File: config.mk
export PLATFORM = sky130hd
export DESIGN_NAME = data_mem_unit
export DESIGN_NICKNAME = d
export VERILOG_FILES = /design/src/rtl/data_mem_unit.sv
export SDC_FILE = /design/constraint.sdc
export NUM_CORES = 2
export LEC_CHECK = 0
export BUFFER_PORTS_ARGS = -buffer_cell sky130_fd_sc_hd__buf_4
export CORE_MARGIN = 3
export CORE_UTILIZATION = 45
export CTS_CLUSTER_DIAMETER = 60
export DETAILED_ROUTE_END_ITERATION = 12
export SYNTH_ARGS = -nofsm -noshare
export SYNTH_HDL_FRONTEND = slang
export SYNTH_SLANG_ARGS = --single-unit
File: constraint.sdc
create_clock -name clk -period 8.7 [get_ports clk]
set_input_delay 0.435 -clock clk [delete_from_list [all_inputs] [get_ports clk]]
set_output_delay 0.435 -clock clk [all_outputs]
set_load 0.02 [all_outputs]
File: src/rtl/data_mem_unit.sv
// Word data memory stage: one request at a time, fixed latency, pulsed response.
// Define DMEM_BYTE_WRITE_EN to honour wstrb lane strobes on aligned stores.
module data_mem_unit #(
  parameter int ADDR_W  = 8,
  parameter int DATA_W  = 32,
  parameter int DEPTH   = 64,
  parameter int LATENCY = 2
) (
  input  logic                clk,
  input  logic                rst_n,
  input  logic                req_valid,
  output logic                req_ready,
  input  logic                req_we,
  input  logic [ADDR_W-1:0]   memaddr,
  input  logic [DATA_W-1:0]   wdata,
  input  logic [DATA_W/8-1:0] wstrb,
  output logic                resp_valid,
  output logic [DATA_W-1:0]   rdata,
  output logic                misalign
);

  localparam int NB = DATA_W / 8;
  localparam int IW = ADDR_W - 2;
  localparam logic [3:0] LAT_M1 = 4'(LATENCY - 1);

  typedef enum logic [1:0] {
    IDLE = 2'd0,
    WAIT = 2'd1,
    RESP = 2'd2
  } state_t;

  state_t            state;
  logic [3:0]        cnt;
  logic              we_q;
  logic [ADDR_W-1:0] addr_q;
  logic [DATA_W-1:0] wdata_q;
  logic [NB-1:0]     wstrb_q;

  logic [DATA_W-1:0] mem [DEPTH];

  logic [IW-1:0] idx;
  logic          mis_q;
  logic          access;
  logic          mem_we;
  logic [NB-1:0] lane_en;

  assign idx    = addr_q[ADDR_W-1:2];
  assign mis_q  = (addr_q[1:0] != 2'b00);
  assign access = (state == WAIT) && (cnt == 4'd0);
  // A reset edge wins over a pending access edge.
  assign mem_we = rst_n && access && we_q && !mis_q;

  assign req_ready = rst_n && (state == IDLE);

`ifdef DMEM_BYTE_WRITE_EN
  assign lane_en = wstrb_q;
`else
  assign lane_en = wstrb_q | {NB{1'b1}};
`endif

  always_ff @(posedge clk) begin
    if (!rst_n) begin
      state      <= IDLE;
      cnt        <= 4'd0;
      resp_valid <= 1'b0;
      rdata      <= '0;
      misalign   <= 1'b0;
    end else begin
      resp_valid <= 1'b0;
      unique case (state)
        IDLE: begin
          if (req_valid) begin
            we_q    <= req_we;
            addr_q  <= memaddr;
            wdata_q <= wdata;
            wstrb_q <= wstrb;
            cnt     <= LAT_M1;
            state   <= WAIT;
          end
        end
        WAIT: begin
          if (cnt != 4'd0) begin
            cnt <= cnt - 4'd1;
          end else begin
            state      <= RESP;
            resp_valid <= 1'b1;
            misalign   <= mis_q;
            if (mis_q || we_q) rdata <= '0;
            else               rdata <= mem[idx];
          end
        end
        RESP: state <= IDLE;
        default: state <= IDLE;
      endcase
    end
  end

  always_ff @(posedge clk) begin
    if (mem_we) begin
      for (int i = 0; i < NB; i++) begin
        if (lane_en[i]) mem[idx][8*i +: 8] <= wdata_q[8*i +: 8];
      end
    end
  end

endmodule

Word level (Yosys, flattened, before mapping)
Memories as Yosys holds them, arrays and structs flattened. A register that Yosys moved wholly into a read port is not among the register bits.
Index checks and enable logic that the tools add are counted.
Widths: inputs -> output; s select.
- bits in registers: 81
- memory bits (writable): 2048
- input port bits: 48
- memories: 1
- $add $sub $neg: 1
- equal/unequal tests: 4
- muxes and demuxes: 11
- bitwise operators: 1
- reductions and logical operators: 17
- memories (name ; depth ; width ; rd ports ; clocked after memory_dff ; wr ports ; line ; text):
    mem ; 64 ; 32 ; 1 ; 1 ; 1 ; 39 ; logic [DATA_W-1:0] mem [DEPTH];
- operators by type and width (kind ; count):
    $mux 32 ; 1
    $mux 4 ; 2
    $pmux 4 s2 ; 1
    $mux 6 ; 1
    $reduce_and 2->1 ; 3
    $reduce_and 3->1 ; 2
    $logic_and 1x1->1 ; 5
    $logic_not 4->1 ; 1
    $mux 2 ; 2
    $ne 2x2->1 const B ; 2
    $pmux 2 s2 ; 1
    $reduce_bool 2->1 ; 2
    $reduce_bool 4->1 ; 1
    $sub 4x1->4 const B ; 1
    $mux 1 ; 3
    $eq 2x1->1 const B ; 1
    $logic_not 2->1 ; 1
    $ne 2x1->1 const B ; 1
    $logic_not 1->1 ; 1
    $logic_or 1x1->1 ; 1
    $not 1->1 ; 1

Longest topological paths before layout
- word-level depth: 7
- mapped depth: 11

Least setup slack after synthesis
Ideal clock, no wire load.
- path kind: reg-to-reg
- start point: register cnt[0]
- end point: memory mem[30][0], enable pin
- library setup time: 0.421 ns
- arrival time: 3.102 ns
- required time: 8.279 ns
- path slack: 5.177 ns
- stages on the path, launching flop included: 8
- buffers on the path: 0
- period minus slack after synthesis: 3.523 ns
- cell sequence: dfxtp_1 > inv_1 > ha_1 > nor3b_2 > nand2_1 > nor4_1 > nand3_1 > nor2_1
- longest elaborated chain between the ends: 7
- ends and longest elaborated chain (what ; line ; text):
    start, declared ; 33 ; logic [3:0] cnt;
    start signal, assigned ; 83 ; cnt <= cnt - 4'd1;
    $logic_not 4->1 ; 49 ; assign access = (state == WAIT) && (cnt == 4'd0);
    $logic_and 1x1->1 ; 49 ;
    $logic_and 1x1->1 (3 in series) ; 51 ; assign mem_we = rst_n && access && we_q && !mis_q;
    $mux 1 ; 99 ; if (mem_we) begin
    $mux 1 (implied by the code) ; 101 ; if (lane_en[i]) mem[idx][8*i +: 8] <= wdata_q[8*i +: 8];
    end, declared ; 39 ;
No other way between the ends.

Final worst setup path
- start point: register state[0]
- end point: memory mem[32][2], enable pin
- longest elaborated chain between the ends: 7
- ends and longest elaborated chain (what ; line ; text):
    start, declared ; 32 ; state_t state;
    start signal, assigned ; 63 ; state <= IDLE;
    start signal, assigned ; 78 ; state <= WAIT;
    start signal, assigned ; 85 ; state <= RESP;
    $eq 2x1->1 ; 49 ;
    $logic_and 1x1->1 ; 49 ;
    $logic_and 1x1->1 (3 in series) ; 51 ;
    $mux 1 ; 99 ;
    $mux 1 (implied by the code) ; 101 ;
No other way between the ends.

==> flow_metrics.env <==
export IMPL_synth_edff_count=2089
export IMPL_startpoint="state[0]"
export IMPL_clock_skew_ns=0.0626
export IMPL_async_flop_share=0
export IMPL_cts_tree="done"
export IMPL_synth_cell_types=57
export IMPL_yosys_area_share_simple=0.0226
export IMPL_busiest_layer="met2"
export IMPL_grtUsageMet3=0.0616
export IMPL_cts_hold_buf=43
export IMPL_seq_area_um2=63700
export IMPL_slew_headroom=0.149
export IMPL_wirelength_um=221000
export IMPL_r2r_start="state[0]"
export IMPL_cp_end_kind="flip-flop"
export IMPL_min_period_ns=5.02
export IMPL_numCtsBuffers=215
export IMPL_gp_congestion=0.803
export IMPL_die_area_um2=186000
export IMPL_netlist_area_leader_share=0.773
export IMPL_hold_viol=0
export IMPL_clkLatencyLatePin_ns=0.85
export IMPL_critPathArrivalTime_ns=5.51
export IMPL_antenna_found_initial=16
export IMPL_final_common_cell="edfxtp_1"
export IMPL_tightestPinTransition_ns=1.27
export IMPL_core_um2=179000
export IMPL_path_clk_slew_ns=0.07
export IMPL_die_y_um=431
export IMPL_synth_warnings=0
export IMPL_postSynthCellCount=3671
export IMPL_cap_violations=0
export IMPL_clock_root_buffer="clkbuf_16"
export IMPL_wl_per_cell_um=34.0
export IMPL_hold_class="in2reg"
export IMPL_hold_start="wdata[3]"
export IMPL_fin_crit_sh=0.577
export IMPL_setup_tns_ns=0
export IMPL_synth_adder_area_share=0.000154
export IMPL_grt_pass1_vias=39800
export IMPL_htree_levels=4
export IMPL_drc=0
export IMPL_dp_hpwl_um=120000
export IMPL_rsz0062_at_grt="no"
export IMPL_cts_num_sinks=2135
export IMPL_powerDensity_nw_per_um2=234
export IMPL_initial_core_util=0.454
export IMPL_muxShareOfSynthArea=0.155
export IMPL_boundaryPins=83
export IMPL_path_max_fanout=17
export IMPL_ys_seq_elements=2135
export IMPL_layout_common_cells="edfxtp_1 (2089), mux4_2 (491), buf_4 (218)"
export IMPL_irDropWorstVdd_uv=210
export IMPL_synthXorXnorAreaFrac=0.000216
export IMPL_grt_use_met1=0.333
export IMPL_synth_flop_cell="edfxtp_1"
export IMPL_syn_to_final_growth_pct=14.2
export IMPL_fin_nets=4015
export IMPL_synth_compound_area_share=0.0247
export IMPL_cts_max_path_buffers=3
export IMPL_routed_via_density=6.14
export IMPL_status="finished, final reports clean"
export IMPL_cts_resized_gates=0
export IMPL_worstSetupPathType="reg2reg"
export IMPL_drt_initial_drc_count=5402
export IMPL_multi_input_area_um2=17000
export IMPL_seq_area_frac_synth=0.784
export IMPL_synth_top_family_by_area="multiplexers"
export IMPL_layout_setup_ws_ns=3.68
export IMPL_setup_viol=0
export IMPL_die_w_um=431
export IMPL_dr_total_vias=40000
export IMPL_startpoint_type="flip-flop"
export IMPL_leakage_nw=29.0
export IMPL_syn_avg_cell_area_um2=22.1
export IMPL_fmax_mhz=199
export IMPL_ant_nets=0
export IMPL_cts_setup_buffers=0
export IMPL_grt_first_pass_wirelength_um=309000
export IMPL_nFillCells=13900
export IMPL_yosys_area_top_type="edfxtp_1"
export IMPL_preCtsSetupSlack_ns=3.74
export IMPL_rows=155
export IMPL_cp_data_required_time_ns=9.19
export IMPL_fin_cells=6509
export IMPL_grt_use_total=0.239
export IMPL_synth_area_um2=81200
export IMPL_globalRouteMet2Util=0.372
export IMPL_slew_violations=0
export IMPL_dp_cells=6061
export IMPL_dr_pass1_iters=5
export IMPL_synth_fp_nets=3720
export IMPL_grt_overflow=0
export IMPL_grt_max_degree=118
export IMPL_port_buffer_count=78
export IMPL_yosys_top_cells_area="edfxtp_1 (77%), mux4_2 (14%), mux2i_1 (1.7%), dfxtp_1 (1.1%), nand2_1 (0.74%)"
export IMPL_drive_above_1_share=0.270
registers in the layout, indices dropped and copies added, names as in the netlist, 2 cells and up, named ones only:
register and cells:
addr_q 8, mem 2048, cnt 4, state 2
wdata_q 32, rdata 32
report_power, final:
group / internal [mW] / switching (mW)
registers: 11.3 / 0.0446
logic: 0.542 / 0.864
clock network: 5.03 / 3.93
total: 16.9 / 4.84
cell families after synthesis:
kind of cell | after synthesis
AOI/OAI and AO/OA | 291
xor gates and xnor gates | 2
adders and majority gates | 1
buffers and inverters | 197
DFF | 2135
muxes | 640
and+or+nand+nor | 405
per-stage QoR:
| step | total power [mW] | utilization | cell area, um^2 | hold WS [ns] |
|---|---|---|---|---|
| floorplan | 12.5 | - | 81200 | 0.472 |
| global placement | 12.9 | 0.477 | 85400 | 0.495 |
| detailed placement | 12.9 | 0.477 | 85400 | 0.499 |
| CTS | 21.9 | 0.518 | 92700 | 0.233 |
| global route | 22.4 | 0.518 | 92700 | 0.275 |
| finish | 21.7 | 0.518 | 92700 | 0.309 |
cells in the mapped netlist, types with 3 or more instances:
| cell | n |
|---|---|
| or3_1 | 3 |
| edfxtp_1 | 2089 |
| o211ai_1 | 8 |
| a32oi_1 | 6 |
| mux2i_1 | 134 |
| buf_6 | 12 |
| mux4_2 | 491 |
| o22ai_1 | 52 |
| o21ai_0 | 26 |
| a2111oi_0 | 4 |
| a311oi_1 | 7 |
| clkbuf_1 | 46 |
| a221oi_1 | 7 |
| nand2_1 | 161 |
| nor2_1 | 107 |
| nor4_1 | 9 |
| a21oi_1 | 36 |
| and3_1 | 3 |
| nand4_1 | 14 |
| inv_1 | 5 |
| a22o_1 | 7 |
| mux2_2 | 15 |
| or3b_2 | 3 |
| buf_4 | 41 |
| dfxtp_1 | 46 |
| nor2b_1 | 25 |
| and2_1 | 15 |
| buf_2 | 79 |
| buf_1 | 12 |
| a31oi_1 | 19 |
| nand3_1 | 39 |
| a22oi_1 | 78 |
| a211oi_1 | 29 |
| nor3_1 | 9 |
| nand3b_1 | 3 |
| nand2b_1 | 4 |
per-layer routing:
| layer | vias to the layer above | part of all wire |
|---|---|---|
| li1 | 16100 | - |
| met3 | 339 | 0.094 |
| met5 | - | 0.00048 |
| met2 | 1871 | 0.47 |
| met1 | 21600 | 0.40 |
| met4 | 8 | 0.032 |
critical path, cell delays in order (launching register included):
cell,delay (ns)
dfxtp_1,0.36
nor2b_1,0.57
nand2_1,0.52
nor4_2,0.90
nand2_1,0.80
nor2_4,0.98
buf_4,0.49
final timing paths:
check	endpoint	slack [ns]	depth (start not counted)
worst max-delay path	mem[32][2]	3.68	6
worst min register to register	rdata[22]	0.50	2
worst max register to register	mem[32][2]	3.68	6
worst min-delay path	wdata_q[3]	0.31	2
layout make-up:
cell class,count,area share
multi-input combinational,1339,0.183
sequential,2135,0.687
clock buffer,292,0.0626
inverter,7,0.000324
timing repair buffer,268,0.0238
antenna,1,0.0000270
clock inverter,112,0.0117
tap,2355,0.0318
No activity file was read; power rests on OpenSTA's default activity.
